[src/rtl/adder_pkg.sv]
// adder_pkg
//   Shared constants for the adder family. Blocks import this package and
//   take their default operand and segment widths from it.
//   No ports: package only.
package adder_pkg;

  // Default operand / sum width in bits.
  localparam int ADDER_WIDTH = 32;

  // Default carry-bypass segment width in bits.
  localparam int ADDER_SEG_W = 8;

  // Number of bypass segments (and therefore pipeline stages) for a given
  // width. The width is expected to be a whole multiple of the segment width.
  function automatic int seg_count(input int width, input int seg_w);
    return width / seg_w;
  endfunction

endpackage

[src/rtl/bypass_segment.sv]
// bypass_segment
//   Purely combinational SEG_W-bit carry-bypass adder slice. It has no state.
//   Ports:
//     a, b   : segment operand bits (b is already inverted for subtract)
//     cin    : carry into the segment
//     s      : segment sum bits
//     cout   : carry out of the segment (bypassed when every bit propagates)
//     p      : group propagate, AND of (a_i XOR b_i)
//     c_msb  : carry into the segment's most significant bit
module bypass_segment
  import adder_pkg::*;
#(
  parameter int SEG_W = ADDER_SEG_W
) (
  input  logic [SEG_W-1:0] a,
  input  logic [SEG_W-1:0] b,
  input  logic             cin,
  output logic [SEG_W-1:0] s,
  output logic             cout,
  output logic             p,
  output logic             c_msb
);

  logic [SEG_W:0] carry_s;

  // Ripple sum inside the segment; the group carry-out skips the ripple
  // chain whenever every bit propagates.
  always_comb begin
    carry_s    = '0;
    carry_s[0] = cin;
    s          = '0;
    for (int i = 0; i < SEG_W; i++) begin
      s[i]           = a[i] ^ b[i] ^ carry_s[i];
      carry_s[i + 1] = (a[i] & b[i]) | ((a[i] ^ b[i]) & carry_s[i]);
    end
    p     = &(a ^ b);
    // With full propagate the ripple result equals cin anyway; selecting cin
    // directly is what shortens the critical path in a wider chain.
    if (p) begin
      cout = cin;
    end else begin
      cout = carry_s[SEG_W];
    end
    c_msb = carry_s[SEG_W-1];
  end

endmodule

[src/rtl/pipelined_bypass_adder.sv]
// pipelined_bypass_adder
//   Add/subtract unit split into NSEG = WIDTH/SEG_W carry-bypass segments,
//   one segment resolved per pipeline stage, with a valid/ready handshake on
//   both sides. All stages advance together under a single global enable.
//   Ports:
//     clk, rst           : clock, synchronous active-high reset
//     in_valid, in_ready : input beat handshake
//     a, b, Cin, sub     : operands, carry/borrow-in, 0 = add / 1 = subtract
//     S, Cout, Overflow  : registered result, carry out, signed overflow
//     out_valid, out_ready : output beat handshake
module pipelined_bypass_adder
  import adder_pkg::*;
#(
  parameter int WIDTH = ADDER_WIDTH,
  parameter int SEG_W = ADDER_SEG_W
) (
  input  logic             clk,
  input  logic             rst,
  input  logic             in_valid,
  output logic             in_ready,
  input  logic [WIDTH-1:0] a,
  input  logic [WIDTH-1:0] b,
  input  logic             Cin,
  input  logic             sub,
  output logic [WIDTH-1:0] S,
  output logic             Cout,
  output logic             Overflow,
  output logic             out_valid,
  input  logic             out_ready
);

  localparam int NSEG = seg_count(WIDTH, SEG_W);

  // Per-stage registers: the beat's valid bit, the operands it still needs
  // for the upper segments, the sum bits resolved so far, and the carry
  // out of the segment this stage resolved.
  logic [NSEG-1:0]  valid_r;
  logic [WIDTH-1:0] a_r   [NSEG];
  logic [WIDTH-1:0] b_r   [NSEG];
  logic [WIDTH-1:0] s_r   [NSEG];
  logic [NSEG-1:0]  carry_r;
  logic             ov_r;

  // What each stage sees on its input side (the previous stage, or the
  // input port for stage 0).
  logic [WIDTH-1:0] a_src_s   [NSEG];
  logic [WIDTH-1:0] b_src_s   [NSEG];
  logic [WIDTH-1:0] s_src_s   [NSEG];
  logic [NSEG-1:0]  cin_src_s;
  logic [NSEG-1:0]  v_src_s;

  // Segment results for the segment each stage resolves.
  logic [SEG_W-1:0] seg_sum_s  [NSEG];
  logic [NSEG-1:0]  seg_cout_s;
  logic             seg_cmsb_s [NSEG];
  // Group propagate is consumed inside the segment for its bypass mux; the
  // pipeline itself has no further use for it.
  logic [NSEG-1:0]  seg_p_unused_s;

  logic en_s;

  // The whole pipe moves unless a finished beat is stuck at the output.
  assign en_s      = ~valid_r[NSEG-1] | out_ready;
  assign in_ready  = en_s;

  assign S         = s_r[NSEG-1];
  assign Cout      = carry_r[NSEG-1];
  assign Overflow  = ov_r;
  assign out_valid = valid_r[NSEG-1];

  for (genvar k = 0; k < NSEG; k++) begin : g_stage
    if (k == 0) begin : g_head
      // Subtract is a + ~b + 1 - Cin, i.e. invert b and the carry-in.
      assign a_src_s[k]   = a;
      assign b_src_s[k]   = b ^ {WIDTH{sub}};
      assign s_src_s[k]   = '0;
      assign cin_src_s[k] = Cin ^ sub;
      assign v_src_s[k]   = in_valid;
    end else begin : g_body
      assign a_src_s[k]   = a_r[k-1];
      assign b_src_s[k]   = b_r[k-1];
      assign s_src_s[k]   = s_r[k-1];
      assign cin_src_s[k] = carry_r[k-1];
      assign v_src_s[k]   = valid_r[k-1];
    end

    bypass_segment #(
      .SEG_W (SEG_W)
    ) u_seg (
      .a     (a_src_s[k][k*SEG_W +: SEG_W]),
      .b     (b_src_s[k][k*SEG_W +: SEG_W]),
      .cin   (cin_src_s[k]),
      .s     (seg_sum_s[k]),
      .cout  (seg_cout_s[k]),
      .p     (seg_p_unused_s[k]),
      .c_msb (seg_cmsb_s[k])
    );
  end

  // Pipeline registers: reset clears everything; otherwise all stages load
  // together when enabled, and a bubble only moves its valid bit so the
  // data registers (and hence S) keep their last real value.
  always_ff @(posedge clk) begin
    if (rst) begin
      valid_r <= '0;
      carry_r <= '0;
      ov_r    <= 1'b0;
      for (int k = 0; k < NSEG; k++) begin
        a_r[k] <= '0;
        b_r[k] <= '0;
        s_r[k] <= '0;
      end
    end else if (en_s) begin
      valid_r <= v_src_s;
      for (int k = 0; k < NSEG; k++) begin
        if (v_src_s[k]) begin
          a_r[k]                   <= a_src_s[k];
          b_r[k]                   <= b_src_s[k];
          s_r[k]                   <= s_src_s[k];
          s_r[k][k*SEG_W +: SEG_W] <= seg_sum_s[k];
          carry_r[k]               <= seg_cout_s[k];
        end
      end
      // Signed overflow: carry into the top bit differs from carry out.
      if (v_src_s[NSEG-1]) begin
        ov_r <= seg_cmsb_s[NSEG-1] ^ seg_cout_s[NSEG-1];
      end
    end
  end

endmodule

[config.mk]
export PLATFORM = sky130hd
export DESIGN_NAME = pipelined_bypass_adder
export DESIGN_NICKNAME = d
export VERILOG_FILES = /design/src/rtl/adder_pkg.sv /design/src/rtl/bypass_segment.sv /design/src/rtl/pipelined_bypass_adder.sv
export SDC_FILE = /design/constraint.sdc
export NUM_CORES = 1
export LEC_CHECK = 0
export ABC_AREA = 1
export CAP_MARGIN = 25
export CORE_MARGIN = 10
export CORE_UTILIZATION = 25
export DETAILED_ROUTE_END_ITERATION = 16
export SKIP_LAST_GASP = 1
export SLEW_MARGIN = 20
export SYNTH_ARGS = -nofsm -noshare
export SYNTH_HDL_FRONTEND = slang
export SYNTH_SLANG_ARGS = --single-unit
[constraint.sdc]
create_clock -name clk -period 5.9 [get_ports clk]
set_clock_uncertainty 0.15 [all_clocks]
set_input_delay 0.885 -clock clk [delete_from_list [all_inputs] [get_ports clk]]
set_output_delay 0.885 -clock clk [all_outputs]
set_load 0.02 [all_outputs]
==> results.py, run 1 <==
metrics = {
    "sta": {
        "slew_violations": 0,
        "setup_viol": 0,
        "setup_ws_ns": 0.902,
        "final_period_minus_worst_setup_slack_ns": 5.00,
        "worst_slew_pin_slew_ns": 0.936,
        "grt_setup_unrepaired": "no",
        "timing.max_slew.rel_slack_pct": 37.6,
        "maxClockFrequency_ghz": 0.200,
        "final.period_utilization_pct": 84.7,
        "finalHoldViolCount": 0,
        "hold_slack_ns": 0.329,
        "tns_ns": 0,
    },
    "clocking": {
        "cts_buffer_depth": 2,
        "clock_latency_late_sink_ns": 0.43,
        "cts.repair_timing.setup_buffer_count": 0,
        "cts-hold-fix-buffers": 0,
        "ctsResizeCount": 0,
        "cts_max_level": 4,
        "cts.sinks": 185,
        "cts-root-buf": "sky130_fd_sc_hd__clkbuf_16",
        "tritoncts": "done",
        "cts-buffers-inserted": 17,
        "clk_pin_slew_ns": 0.07,
    },
    "worst_setup_path": {
        "crit_top_cell": "sky130_fd_sc_hd__fa_1",
        "worst_setup_path_startpoint": "Cin",
        "worst_r2r_path_depth": 12,
        "crit_slowest_cell": "sky130_fd_sc_hd__clkdlybuf4s50_1",
        "critical_path.cell_chain": "clkdlybuf4s50_1, xor2_1, inv_1, fa_1, fa_1, fa_1, fa_1, fa_1, fa_1, fa_1, inv_1, fa_1, inv_1, nor2_1",
        "timing.critical_path.buf_inv": 4,
        "worst-path-stages": 14,
        "path_class": "in2reg",
        "worst_path_largest_cell_delay_ns": 0.47,
        "wp_data_arrival_ns": 5.00,
        "cp_max_fo": 2,
        "critical_path.reg2reg.startpoint": "b_r[0][88]",
        "critical_path.top_delay_family": "adder cells",
        "end_kind": "flop",
        "critical_path_required_ns": 5.90,
        "worst_setup_path_start_kind": "primary input",
    },
    "yosys": {
        "post_synth_num_cell_types": 23,
        "synth_seq_area_share_pct": 61.1,
        "post_synth_inst_count": 771,
        "syn_area_per_cell_um2": 11.6,
        "postSynthNetCount": 905,
        "ys.warnings.count": 0,
        "netlist.area_leader.share_pct": 59.1,
        "netlist.top_cell.by_area": "sky130_fd_sc_hd__edfxtp_1",
        "synthesis.area_mm2": 0.00895,
        "synth.ff_latch_count": 185,
        "synth_area_leaders": "sky130_fd_sc_hd__edfxtp_1 (59%), sky130_fd_sc_hd__inv_1 (7.6%), sky130_fd_sc_hd__nor2_1 (7.5%)",
    },
    "layout": {
        "commonest_non_fill_non_tap_cell_in_the_layout": "sky130_fd_sc_hd__inv_1",
        "flow.area_growth_from_synthesis_pct": 20.7,
        "n_antenna_cell": 0,
        "layout-drive-gt1-share_pct": 6.99,
        "nNetsFinal": 979,
        "finalCoreUtilization_pct": 30.4,
        "layout.cells.most_common_list": "sky130_fd_sc_hd__inv_1 (180), sky130_fd_sc_hd__nor2_1 (179), sky130_fd_sc_hd__edfxtp_1 (176)",
    },
    "power": {
        "sw_frac_of_total_pct": 24.4,
        "sequential_group_share_of_total_power_pct": 52.1,
        "power_per_cell_area_mw_per_mm2": 277,
        "report.power.total_mw": 2.99,
        "combinationalPowerShare_pct": 10.5,
        "peakVddDrop_uv": 178,
        "p_int_mw": 2.26,
        "netSwitchingPower_mw": 0.729,
        "cellLeakagePower_nw": 4.43,
        "pwr-share-clk_pct": 37.4,
    },
    "grt": {
        "grtUsageTotal_pct": 7.64,
        "grt_max_degree": 58,
        "grt_pass1_vias": 4922,
        "grt_first_pass_wirelength_um": 26300,
        "grt_antenna_before_repair": 1,
        "grt_overflow": 0,
    },
    "placement": {
        "dp.final_hpwl_um": 12400,
        "io_buffers": 105,
        "global_placer_s_final_weighted_congestion": 0.771,
        "preCtsSetupSlack_ns": 0.454,
    },
    "routing": {
        "dr_total_vias": 4614,
        "wl_per_cell_um": 12.2,
        "route.detailed.drc": 0,
        "detail_route.wirelength_um": 16100,
        "vias_per_cell": 3.50,
        "detailed_router_iteration_count_before_antenna_repair": 6,
        "first_iter_violations": 163,
        "final_antenna_net_count": 0,
    },
    "floorplan": {
        "num_rows": 69,
        "die_area_mm2": 0.0438,
        "fp.coreArea_mm2": 0.0355,
        "die_width_um": 209,
        "start_util_pct": 25.2,
        "die_h_um": 209,
        "pin_count": 106,
    },
    "worst_hold_path": {
        "worst_hold_startpoint": "valid_r[1]",
        "type_of_the_tightest_min_delay_check": "reg2reg",
        "timing.hold.worst_path_depth": 2,
    },
    "status": {
        "status": "finished, final reports clean",
    },
    "run": {
        "max_cap_viol_count": 0,
    },
}
## power by group through the flow
stage	Sequential [mW]	Clock (mW)	Combinational (mW)
floorplan	1.58	0	0.210
detailed placement	1.59	0	0.323
finish	1.56	1.12	0.315
CTS	1.56	1.16	0.325
global placement	1.59	0	0.319
global route	1.57	1.21	0.362
## cells by family (layout without fill, tap and decap cells)
family,after synthesis,count (layout),share of synthesized area [%]
flops,185,185,61.1
simple gates,242,242,11.3
fa+ha+maj,64,64,11.6
compound gates,9,9,0.573
xor+xnor,33,33,3.23
buf+inv,238,325,12.2
## per-stage QoR
| step | cells | area (µm²) |
|---|---|---|
| 6_report | 1319 | 10800 |
| 5_1_grt | 1319 | 10800 |
| 4_1_cts | 1319 | 10800 |
| 3_5_place_dp | 1287 | 10200 |
| 3_3_place_gp | 1287 | 10200 |
| 2_1_floorplan | 771 | 8950 |
## registers in the layout, indices dropped and copies added (netlist names)
name,cells
s_r,80
a_r,48
valid_r,4
b_r,48
carry_r,4
Overflow,1
## layer usage
layer  track usage, %  wire length [µm]  vias to the layer above  share of wire (%)
li1                 -                 -                     2443                  -
met1             9.04              7350                     2082                 46
met2             12.7              7900                       69                 49
met3             2.33               583                       18                3.6
met4             2.95               237                        2                1.5
met5                0                13                        -              0.081
## final timing paths
| check | end | slack (ns) |
|---|---|---|
| min reg2reg | valid_r[1] | 0.33 |
| max | s_r[0][7] | 0.90 |
| max reg2reg | s_r[0][127] | 1.45 |
| min | valid_r[1] | 0.33 |
## worst min-delay path: cells and delay by family, from the launching register on
kind	cells	cell delay, ns
AOI/OAI and AO/OA	1	0.06
DFF	1	0.31
and+or+nand+nor	1	0.05
## cells in the mapped netlist (all sizes together)
cell type,instances
o31ai,1
xnor2,31
a21oi,2
o21ai,3
nor2,192
buf,54
nand2,42
xor2,2
fa,32
o22ai,3
inv,184
edfxtp,176
nand3,8
dfxtp,9
ha,32
## cell type report
type	instances	area [µm²]
fill	3565	24700
multi-input combinational	348	2400
tap	461	577
timing repair buffer	109	1080
inverter	184	693
clock buffer	17	425
sequential	185	5470
clock inverter	15	158
Note: power is estimated with default switching activity, not from simulation.
==> inputs of run 2 (changes only) <==
==> constraint.sdc (replaced) <==
create_clock -name clk -period 5.1 [get_ports clk]
set_clock_uncertainty 0.15 [all_clocks]
set_input_delay 0.765 -clock clk [delete_from_list [all_inputs] [get_ports clk]]
set_output_delay 0.765 -clock clk [all_outputs]
set_load 0.02 [all_outputs]
==> run 2 against run 1 <==
  * Cell count up 0.15%
  * Critical path depth unchanged
  * Routed wire length up 0.62%
  * Worst setup slack worse by 0.67 ns
  * Flip-flop and latch count unchanged
  * Die area unchanged
  * Final area up 0.20%
  * Register-to-register slack worse by 0.78 ns
  * Largest power group unchanged
==> results.py, run 2 (same netlist as run 1, synthesis figures left out) <==
metrics = {
    "power": {
        "pwr-share-clk_pct": 37.2,
        "peakVddDrop_uv": 189,
        "power_per_cell_area_mw_per_mm2": 320,
        "sequential_group_share_of_total_power_pct": 52.2,
        "p_int_mw": 2.65,
        "sw_frac_of_total_pct": 23.3,
        "combinationalPowerShare_pct": 10.6,
        "cellLeakagePower_nw": 4.44,
        "netSwitchingPower_mw": 0.807,
    },
    "sta": {
        "setup_viol": 0,
        "timing.max_slew.rel_slack_pct": 37.2,
        "tns_ns": 0,
        "grt_setup_unrepaired": "no",
        "slew_violations": 0,
        "maxClockFrequency_ghz": 0.205,
        "hold_slack_ns": 0.323,
        "worst_slew_pin_slew_ns": 0.939,
        "final.period_utilization_pct": 95.4,
        "final_period_minus_worst_setup_slack_ns": 4.87,
        "setup_ws_ns": 0.234,
        "finalHoldViolCount": 0,
    },
    "placement": {
        "global_placer_s_final_weighted_congestion": 0.786,
        "dpl_cell_area_mm2": 0.0102,
        "io_buffers": 105,
        "preCtsSetupSlack_ns": -0.211,
        "dp.final_hpwl_um": 12500,
    },
    "layout": {
        "finalCoreUtilization_pct": 30.5,
        "leading_registers_by_flop_count": "s_r (80), a_r (48), b_r (48)",
        "layout.cells.most_common_list": "sky130_fd_sc_hd__inv_1 (180), sky130_fd_sc_hd__nor2_1 (179), sky130_fd_sc_hd__edfxtp_1 (176)",
        "max_flop_register": "s_r",
        "postLayoutCellArea_mm2": 0.0108,
        "commonest_non_fill_non_tap_cell_in_the_layout": "sky130_fd_sc_hd__inv_1",
        "nNetsFinal": 982,
        "flow.area_growth_from_synthesis_pct": 20.9,
        "layout-drive-gt1-share_pct": 7.10,
        "largest_register_ffs": 80,
    },
    "worst_setup_path": {
        "end_kind": "flop",
        "critical_path.cell_chain": "clkdlybuf4s50_1, xor2_1, inv_1, fa_1, fa_1, fa_1, fa_1, fa_1, fa_1, fa_1, inv_1, fa_1, inv_1, nor2_1",
        "path_class": "in2reg",
        "worst_setup_path_startpoint": "Cin",
        "timing.critical_path.buf_inv": 4,
        "worst_setup_path_start_kind": "primary input",
        "r2r_setup_slack_ns": 0.67,
        "worst_path_largest_cell_delay_ns": 0.47,
        "crit_top_cell": "sky130_fd_sc_hd__fa_1",
        "critical_path_required_ns": 5.08,
        "cp-endpoint": "s_r[0][7]",
        "worst_r2r_path_depth": 12,
        "worstReg2RegEnd": "s_r[0][127]",
        "wp_data_arrival_ns": 4.85,
        "worst-path-stages": 14,
        "critical_path.reg2reg.startpoint": "b_r[0][88]",
        "crit_slowest_cell": "sky130_fd_sc_hd__clkdlybuf4s50_1",
        "critical_path.top_delay_family": "adder cells",
        "cp_max_fo": 2,
    },
    "run": {
        "max_cap_viol_count": 0,
    },
    "status": {
        "status": "finished, final reports clean",
    },
    "routing": {
        "dr_total_vias": 4636,
        "detail_route.wirelength_um": 16200,
        "vias_per_cell": 3.51,
        "detailed_router_iteration_count_before_antenna_repair": 4,
        "first_iter_violations": 163,
        "route.detailed.drc": 0,
        "final_antenna_net_count": 0,
        "wl_per_cell_um": 12.3,
    },
    "clocking": {
        "tritoncts": "done",
        "clk_pin_slew_ns": 0.07,
        "cts_buffer_depth": 2,
        "cts.repair_timing.setup_buffer_count": 0,
        "cts-buffers-inserted": 17,
        "ctsResizeCount": 0,
        "cts-hold-fix-buffers": 0,
        "clock_latency_late_sink_ns": 0.42,
        "cts_max_level": 4,
        "cts.sinks": 185,
        "cts-root-buf": "sky130_fd_sc_hd__clkbuf_16",
    },
    "floorplan": {
        "num_rows": 69,
        "die_width_um": 209,
        "die_area_mm2": 0.0438,
        "start_util_pct": 25.2,
        "pin_count": 106,
        "die_h_um": 209,
        "fp.coreArea_mm2": 0.0355,
    },
    "grt": {
        "grt_overflow": 0,
        "grtUsageTotal_pct": 7.55,
        "grt_pass1_vias": 4935,
        "grt_max_degree": 58,
        "grt_antenna_before_repair": 2,
        "grt_first_pass_wirelength_um": 26400,
    },
    "worst_hold_path": {
        "type_of_the_tightest_min_delay_check": "reg2reg",
    },
}
## run 2: layout make-up
cell class | instances | area [µm²]
Tap cell | 461 | 577
Timing Repair Buffer | 112 | 1110
Multi-Input combinational cell | 348 | 2400
Inverter | 184 | 691
Sequential cell | 185 | 5470
Clock inverter | 13 | 144
Clock buffer | 17 | 425
Antenna cell | 1 | 2.50
Fill cell | 3570 | 24700
## run 2: stage by stage
step / std cells / power, mW
floorplan: 771 / 2.07
global placement: 1289 / 2.21
detailed placement: 1290 / 2.22
CTS: 1320 / 3.51
global route: 1321 / 3.62
finish: 1321 / 3.46
## run 2: power by group through the flow
stage / logic, mW / registers [mW] / clock network [mW]
after detailed placement: 0.376 / 1.84 / 0
after CTS: 0.379 / 1.81 / 1.32
after global routing: 0.421 / 1.82 / 1.39
after floorplan: 0.243 / 1.83 / 0
after global placement: 0.371 / 1.84 / 0
final: 0.367 / 1.80 / 1.29
## run 2: tightest hold or removal path, delay by kind of cell, from the launching register on
family	cells	cell delay [ns]
simple gates	2	0.11
flops	1	0.32
## run 2: metal layers
metal	vias to the layer above	wire length (µm)	track usage (%)
li1	2445	-	-
met1	2107	7630	9.37
met2	67	7840	12.3
met3	15	474	1.77
met4	2	225	3.13
met5	-	13	0
## run 2: worst min-delay path by stage
stage          slack, ns  cells past startpoint    endpoint  startpoint
5_1_grt             0.36                      2  carry_r[3]  carry_r[3]
4_1_cts             0.32                      2  carry_r[3]  carry_r[3]
6_report            0.32                      2  carry_r[3]  carry_r[3]
3_5_place_dp        0.31                      2  carry_r[3]  carry_r[3]
3_3_place_gp        0.31                      2  valid_r[1]  valid_r[1]
2_1_floorplan       0.30                      2  valid_r[1]  valid_r[1]
==> RTL edit 1, RTL diff (flow settings as in run 1) <==
`ADDER_WIDTH`: 32 -> 16.
--- a/src/rtl/adder_pkg.sv
+++ b/src/rtl/adder_pkg.sv
@@ -6,5 +6,5 @@
 
   // Default operand / sum width in bits.
-  localparam int ADDER_WIDTH = 32;
+  localparam int ADDER_WIDTH = 16;
 
   // Default carry-bypass segment width in bits.
Ports: changed (resized S, a and b); port bits go from 106 to 58. No check against the original RTL was run, so the function may have changed too.
==> RTL edit 1 against run 1 <==
- register-to-register slack worse by 0.03 ns
- sequential share of layout area down 13 points
- area after synthesis down 71%
- die area down 66%
- global-route usage down 0.70 points
- non-clock buffer count down 50
- fmax down 0.16%
- power down 74%
- setup slack worse by 0.0082 ns
- wire length down 68%
- cell area down 68%
- sequential cell count down 140
==> RTL edit 1: results (changes against run 1) <==
Run status
  – Status: finished, final reports clean (unchanged)

Route
  – Per-cell routed wire length: 11.77 um (was 12.20 um)
  – Vias: 1629 (was 4614)
  – Total Routed Length: 5120 um (was 16090 um)
  – Detailed-router iteration count before antenna repair: 4 (was 6)
  – Iter 0 DRT Violations: 55 (was 163)

Synthesis
  – Sequential cell area fraction in the yosys report: 0.4983 (was 0.6108)
  – Main flop type after synthesis: edfxtp_1 (unchanged)
  – List of most frequent post-synthesis cells: 56 x inv_1, 40 x edfxtp_1, 36 x nor2_1 (was 180 x inv_1, 179 x nor2_1, 176 x edfxtp_1)
  – Netlist cell types: 20 (was 23)
  – Syn Nets: 306 (was 905)
  – Cells after Synth: 236 (was 771)
  – Synth top area cells: edfxtp_1 46%, fa_1 12%, inv_1 8.0% (was edfxtp_1 59%, inv_1 7.6%, nor2_1 7.5%)
  – Post-synth EDFFs: 40 (was 176)

Hold path
  – Worst hold path class: reg2reg (unchanged)

CTS
  – CTS resizes: 0 (unchanged)
  – Clock H-tree levels: 2 (was 4)
  – Clock slew at reported path FFs: 0.08 ns
  – Clock Path Buffers: 2 (unchanged)
  – Root Buffer: clkbuf_8 (was clkbuf_16)
  – TritonCTS Buffers: 5 (was 17)
  – Worst-Skew Late Latency: 0.29 ns (was 0.43 ns)
  – Post-CTS setup buffer count: 0 (unchanged)

Pwr
  – Leakage: 1.444 nW (was 4.433 nW)
  – Sw power: 0.2081 mW (was 0.7292 mW)
  – Worst vdd ir: 96.52 uV (was 178.5 uV)

Global route
  – Antenna violations before repair: 0 (was 1)
  – First-pass GRT wire length: 8073 um (was 26310 um)
  – Largest net degree at the start of global routing: 26 (was 58)
  – Total track usage: 0.06940 (was 0.07644)
  – Vias in the first global route: 1752 (was 4922)

Finish
  – Top Registers: s_r x24, a_r x8, b_r x8 (was s_r x80, a_r x48, b_r x48)
  – Share of cells above drive strength 1: 0.08361 (was 0.06993)
  – Final net count: 368 (was 979)
  – Number of filler cells placed in the layout: 1041 (was 3565)

Setup path
  – CP max FO: 4 (was 2)
  – Arrival @ worst endpoint: 4.90 ns (was 5.00 ns)
  – Max stage delay on crit path: 0.56 ns (was 0.47 ns)

Placement
  – I/O Buffers: 57 (was 105)
  – Routability cong.: 0.7214 (was 0.7714)
  – Dpl hpwl: 4186 um (was 12440 um)
  – Cells after DPL: 426 (was 1287)
  – Dpl ws: 0.5748 ns (was 0.4539 ns)

Timing
  – Least-Margin Pin Slew: 0.7698 ns (was 0.9362 ns)
  – Final count of pins violating max slew: 0 (unchanged)
## RTL edit 1: cell count changes after synthesis, moves of 3 or more
cell | run 1 | this run
nor2_1 | 179 | 36
edfxtp_1 | 176 | 40
inv_1 | 180 | 56
buf_4 | 35 | 1
nand2_1 | 38 | 17
fa_1 | 32 | 16
ha_1 | 32 | 16
xnor2_1 | 31 | 15
buf_2 | 13 | 0
nor2_2 | 4 | 10
nor2_4 | 9 | 3
dfxtp_1 | 9 | 5
inv_2 | 4 | 1
## RTL edit 1: worst paths after layout
path | startpoint | to | slack (ns) | cells past startpoint
max | sub | s_r[0][7] | 0.89 | 14
min | carry_r[1] | carry_r[1] | 0.34 | 2
max reg2reg | carry_r[0] | s_r[1][15] | 1.42 | 12
min reg2reg | carry_r[1] | carry_r[1] | 0.34 | 2
## RTL edit 1: final cells by class
type | count | area (um^2) | share of cell area
clock buffers | 8 | 90.09 | 0.02632
inverters | 57 | 214.0 | 0.06250
multi-input cells | 130 | 1055 | 0.3081
flip-flops and latches | 45 | 1301 | 0.3801
well taps | 136 | 170.2 | 0.04971
repair buffers | 59 | 593.1 | 0.1732
## RTL edit 1: kinds of logic (layout without fill, tap and decap cells)
| logic type | after synthesis | count (layout) | share of synthesized area |
|---|---|---|---|
| compound gates | 4 | 4 | 0.008146 |
| xor+xnor | 17 | 17 | 0.05702 |
| fa+ha+maj | 32 | 32 | 0.1993 |
| buf+inv | 61 | 124 | 0.09775 |
| flops | 45 | 45 | 0.4983 |
| simple gates | 77 | 77 | 0.1394 |
## RTL edit 1: power by group through the flow
stage / combinational (mW) / sequential [mW] / clock (mW)
after global placement: 0.181 / 0.401 / 0
after floorplan: 0.0990 / 0.413 / 0
final: 0.183 / 0.393 / 0.194
after global routing: 0.209 / 0.397 / 0.212
after CTS: 0.188 / 0.394 / 0.201
after detailed placement: 0.187 / 0.402 / 0
## RTL edit 1: stage by stage
| step | utilization | instance area (um^2) |
|---|---|---|
| 2_1_floorplan | - | 2611 |
| 3_3_place_gp | 0.3243 | 3318 |
| 3_5_place_dp | 0.3243 | 3318 |
| 4_1_cts | 0.3331 | 3408 |
| 5_1_grt | 0.3346 | 3423 |
| 6_report | 0.3346 | 3423 |
## RTL edit 1: routing by layer
layer	global-route usage	part of all wire
met1	0.07403	0.40
met4	0.02209	0.0041
met3	0.02359	0.068
met5	0	0
met2	0.1258	0.52
## RTL edit 1: worst min-delay path, stage by stage (launching register included)
cell and delay [ns]:
dfxtp_1 0.32, nand3_1 0.07, nand2_1 0.05
==> RTL edit 2, RTL diff (flow settings as in run 1) <==
Without the edit above. Put one more register stage on the output `Overflow`, without a reset. The value now appears one clock later. The other outputs are not delayed to match. Comments in the files are not updated.
--- a/src/rtl/pipelined_bypass_adder.sv
+++ b/src/rtl/pipelined_bypass_adder.sv
@@ -66,5 +66,7 @@
   assign S         = s_r[NSEG-1];
   assign Cout      = carry_r[NSEG-1];
-  assign Overflow  = ov_r;
+  always_ff @(posedge clk) begin
+    Overflow <= ov_r;
+  end
   assign out_valid = valid_r[NSEG-1];
 
Behaviour: not the same (a bounded check fails within 10 cycles, from zero or initial values and one cycle with rst high).
==> RTL edit 2 against run 1 <==
- sequential cell count grew 1
- area after synthesis shrank 0.35%
- critical path depth is the same
- power shrank 1.8%
- die area shrank 0.32%
- cell count grew 0.15%
- register-to-register slack gained 0.05 ns
- wire length grew 1.9%
- setup slack gained 0.10 ns
- fmax grew 2.1%
- largest power group unchanged
- first-iteration DRC count grew 14%
- cell area shrank 0.46%
==> RTL edit 2: results (changes against run 1) <==
Finish
  – Number of filler cells placed in the layout: 3631 (was 3565)
  – Share of cells above drive strength 1: 0.06643 (was 0.06993)
  – Sequential share of cell area: 0.5104 (was 0.5062)
  – Non-CTS inverters: 183 (was 184)
  – # clk buffers: 21 (was 17)
  – Clock-cell share: 0.05053 (was 0.05400)
  – Layout non-clock buf frac: 0.1020 (was 0.09966)
  – Multi-input comb cells: 347 (was 348)
  – Multi-input gate area: 2354 um^2 (was 2402 um^2)
  – Non-clock buffers: 110 (was 109)
  – Final Non-Filler Cells: 1321 (was 1319)
  – Ant. Diodes: 2 (was 0)

Route
  – Met3 WL post-DR: 627 um (was 583 um)
  – Metal-1 WL: 7925 um (was 7353 um)
  – WL met2: 7577 um (was 7898 um)
  – Iter 0 DRT Violations: 186 (was 163)
  – Detailed-router iteration count before antenna repair: 4 (was 6)
  – Top sig layer: met4 (was met5)
  – Per-cell routed wire length: 12.41 um (was 12.20 um)
  – Via density: 3.494 (was 3.498)

Global route
  – Met3 usage: 0.02073 (was 0.02326)
  – Vias in the first global route: 4986 (was 4922)
  – Met2 Usage GRT: 0.1209 (was 0.1274)
  – Largest net degree at the start of global routing: 58 (unchanged)
  – First-pass GRT wire length: 26750 um (was 26310 um)
  – Met1 usage: 0.09682 (was 0.09037)
  – Total track usage: 0.07680 (was 0.07644)
  – Antenna violations before repair: 2 (was 1)

CTS
  – CTS resizes: 0 (unchanged)
  – Root Buffer: clkbuf_16 (unchanged)
  – TritonCTS Sinks: 186 (was 185)

Hold path
  – Hold path start: ov_r (was valid_r[1])

Timing
  – Least-Margin Pin Slew: 0.9199 ns (was 0.9362 ns)

Synthesis
  – Cells after Synth: 770 (was 771)
  – Netlist cell types: 22 (was 23)
  – Synth Area in Compound Gates: 0.007157 (was 0.005733)
  – List of most frequent post-synthesis cells: 179 x inv_1, 177 x nor2_1, 176 x edfxtp_1 (was 180 x inv_1, 179 x nor2_1, 176 x edfxtp_1)
  – Adder-Cell Fraction of Synth Area: 0.1168 (was 0.1163)
  – Main flop type after synthesis: edfxtp_1 (unchanged)
  – Synth Area in XOR/XNOR: 0.03242 (was 0.03230)
  – Syn Nets: 904 (was 905)
  – Synth top area cells: edfxtp_1 59%, inv_1 7.5%, nor2_1 7.5% (was edfxtp_1 59%, inv_1 7.6%, nor2_1 7.5%)
  – Sequential cell area fraction in the yosys report: 0.6152 (was 0.6108)

Pwr
  – Int Pwr: 2.255 mW (was 2.264 mW)
  – Clock share of power: 0.361 (was 0.374)
  – Sw power: 0.6856 mW (was 0.7292 mW)
  – Leakage: 4.398 nW (was 4.433 nW)
  – Worst vdd ir: 180.9 uV (was 178.5 uV)

Placement
  – Dpl hpwl: 12720 um (was 12440 um)
  – Routability cong.: 0.7951 (was 0.7714)

Setup path
  – CP max FO: 2 (unchanged)
  – Crit path launch: b[0] (was Cin)
  – R2R setup slack: 1.50 ns (was 1.45 ns)

Run status
  – Status: finished, final reports clean (unchanged)
==> RTL edit 2: worst max-delay path, cell delays in order <==
cell	delay [ns]
clkdlybuf4s50_1	0.47
xor2_1	0.24
fa_1	0.24
inv_1	0.06
fa_1	0.42
fa_1	0.42
fa_1	0.39
fa_1	0.40
fa_1	0.40
fa_1	0.37
inv_1	0.08
fa_1	0.41
inv_1	0.06
nor2_1	0.04
==> RTL edit 2: how the worst min path moves through the flow <==
stage,slack (ns),cells after the start,end
2_1_floorplan,0.18,0,Overflow
3_3_place_gp,0.20,0,Overflow
3_5_place_dp,0.20,0,Overflow
4_1_cts,0.22,0,Overflow
5_1_grt,0.23,0,Overflow
6_report,0.22,0,Overflow
==> RTL edit 2: per-stage QoR <==
step | cell area (um^2) | setup slack (ns)
floorplan | 8916 | 0.9254
global placement | 10180 | 0.6487
detailed placement | 10200 | 0.5975
CTS | 10740 | 1.039
global route | 10750 | 0.8075
finish | 10750 | 1.005
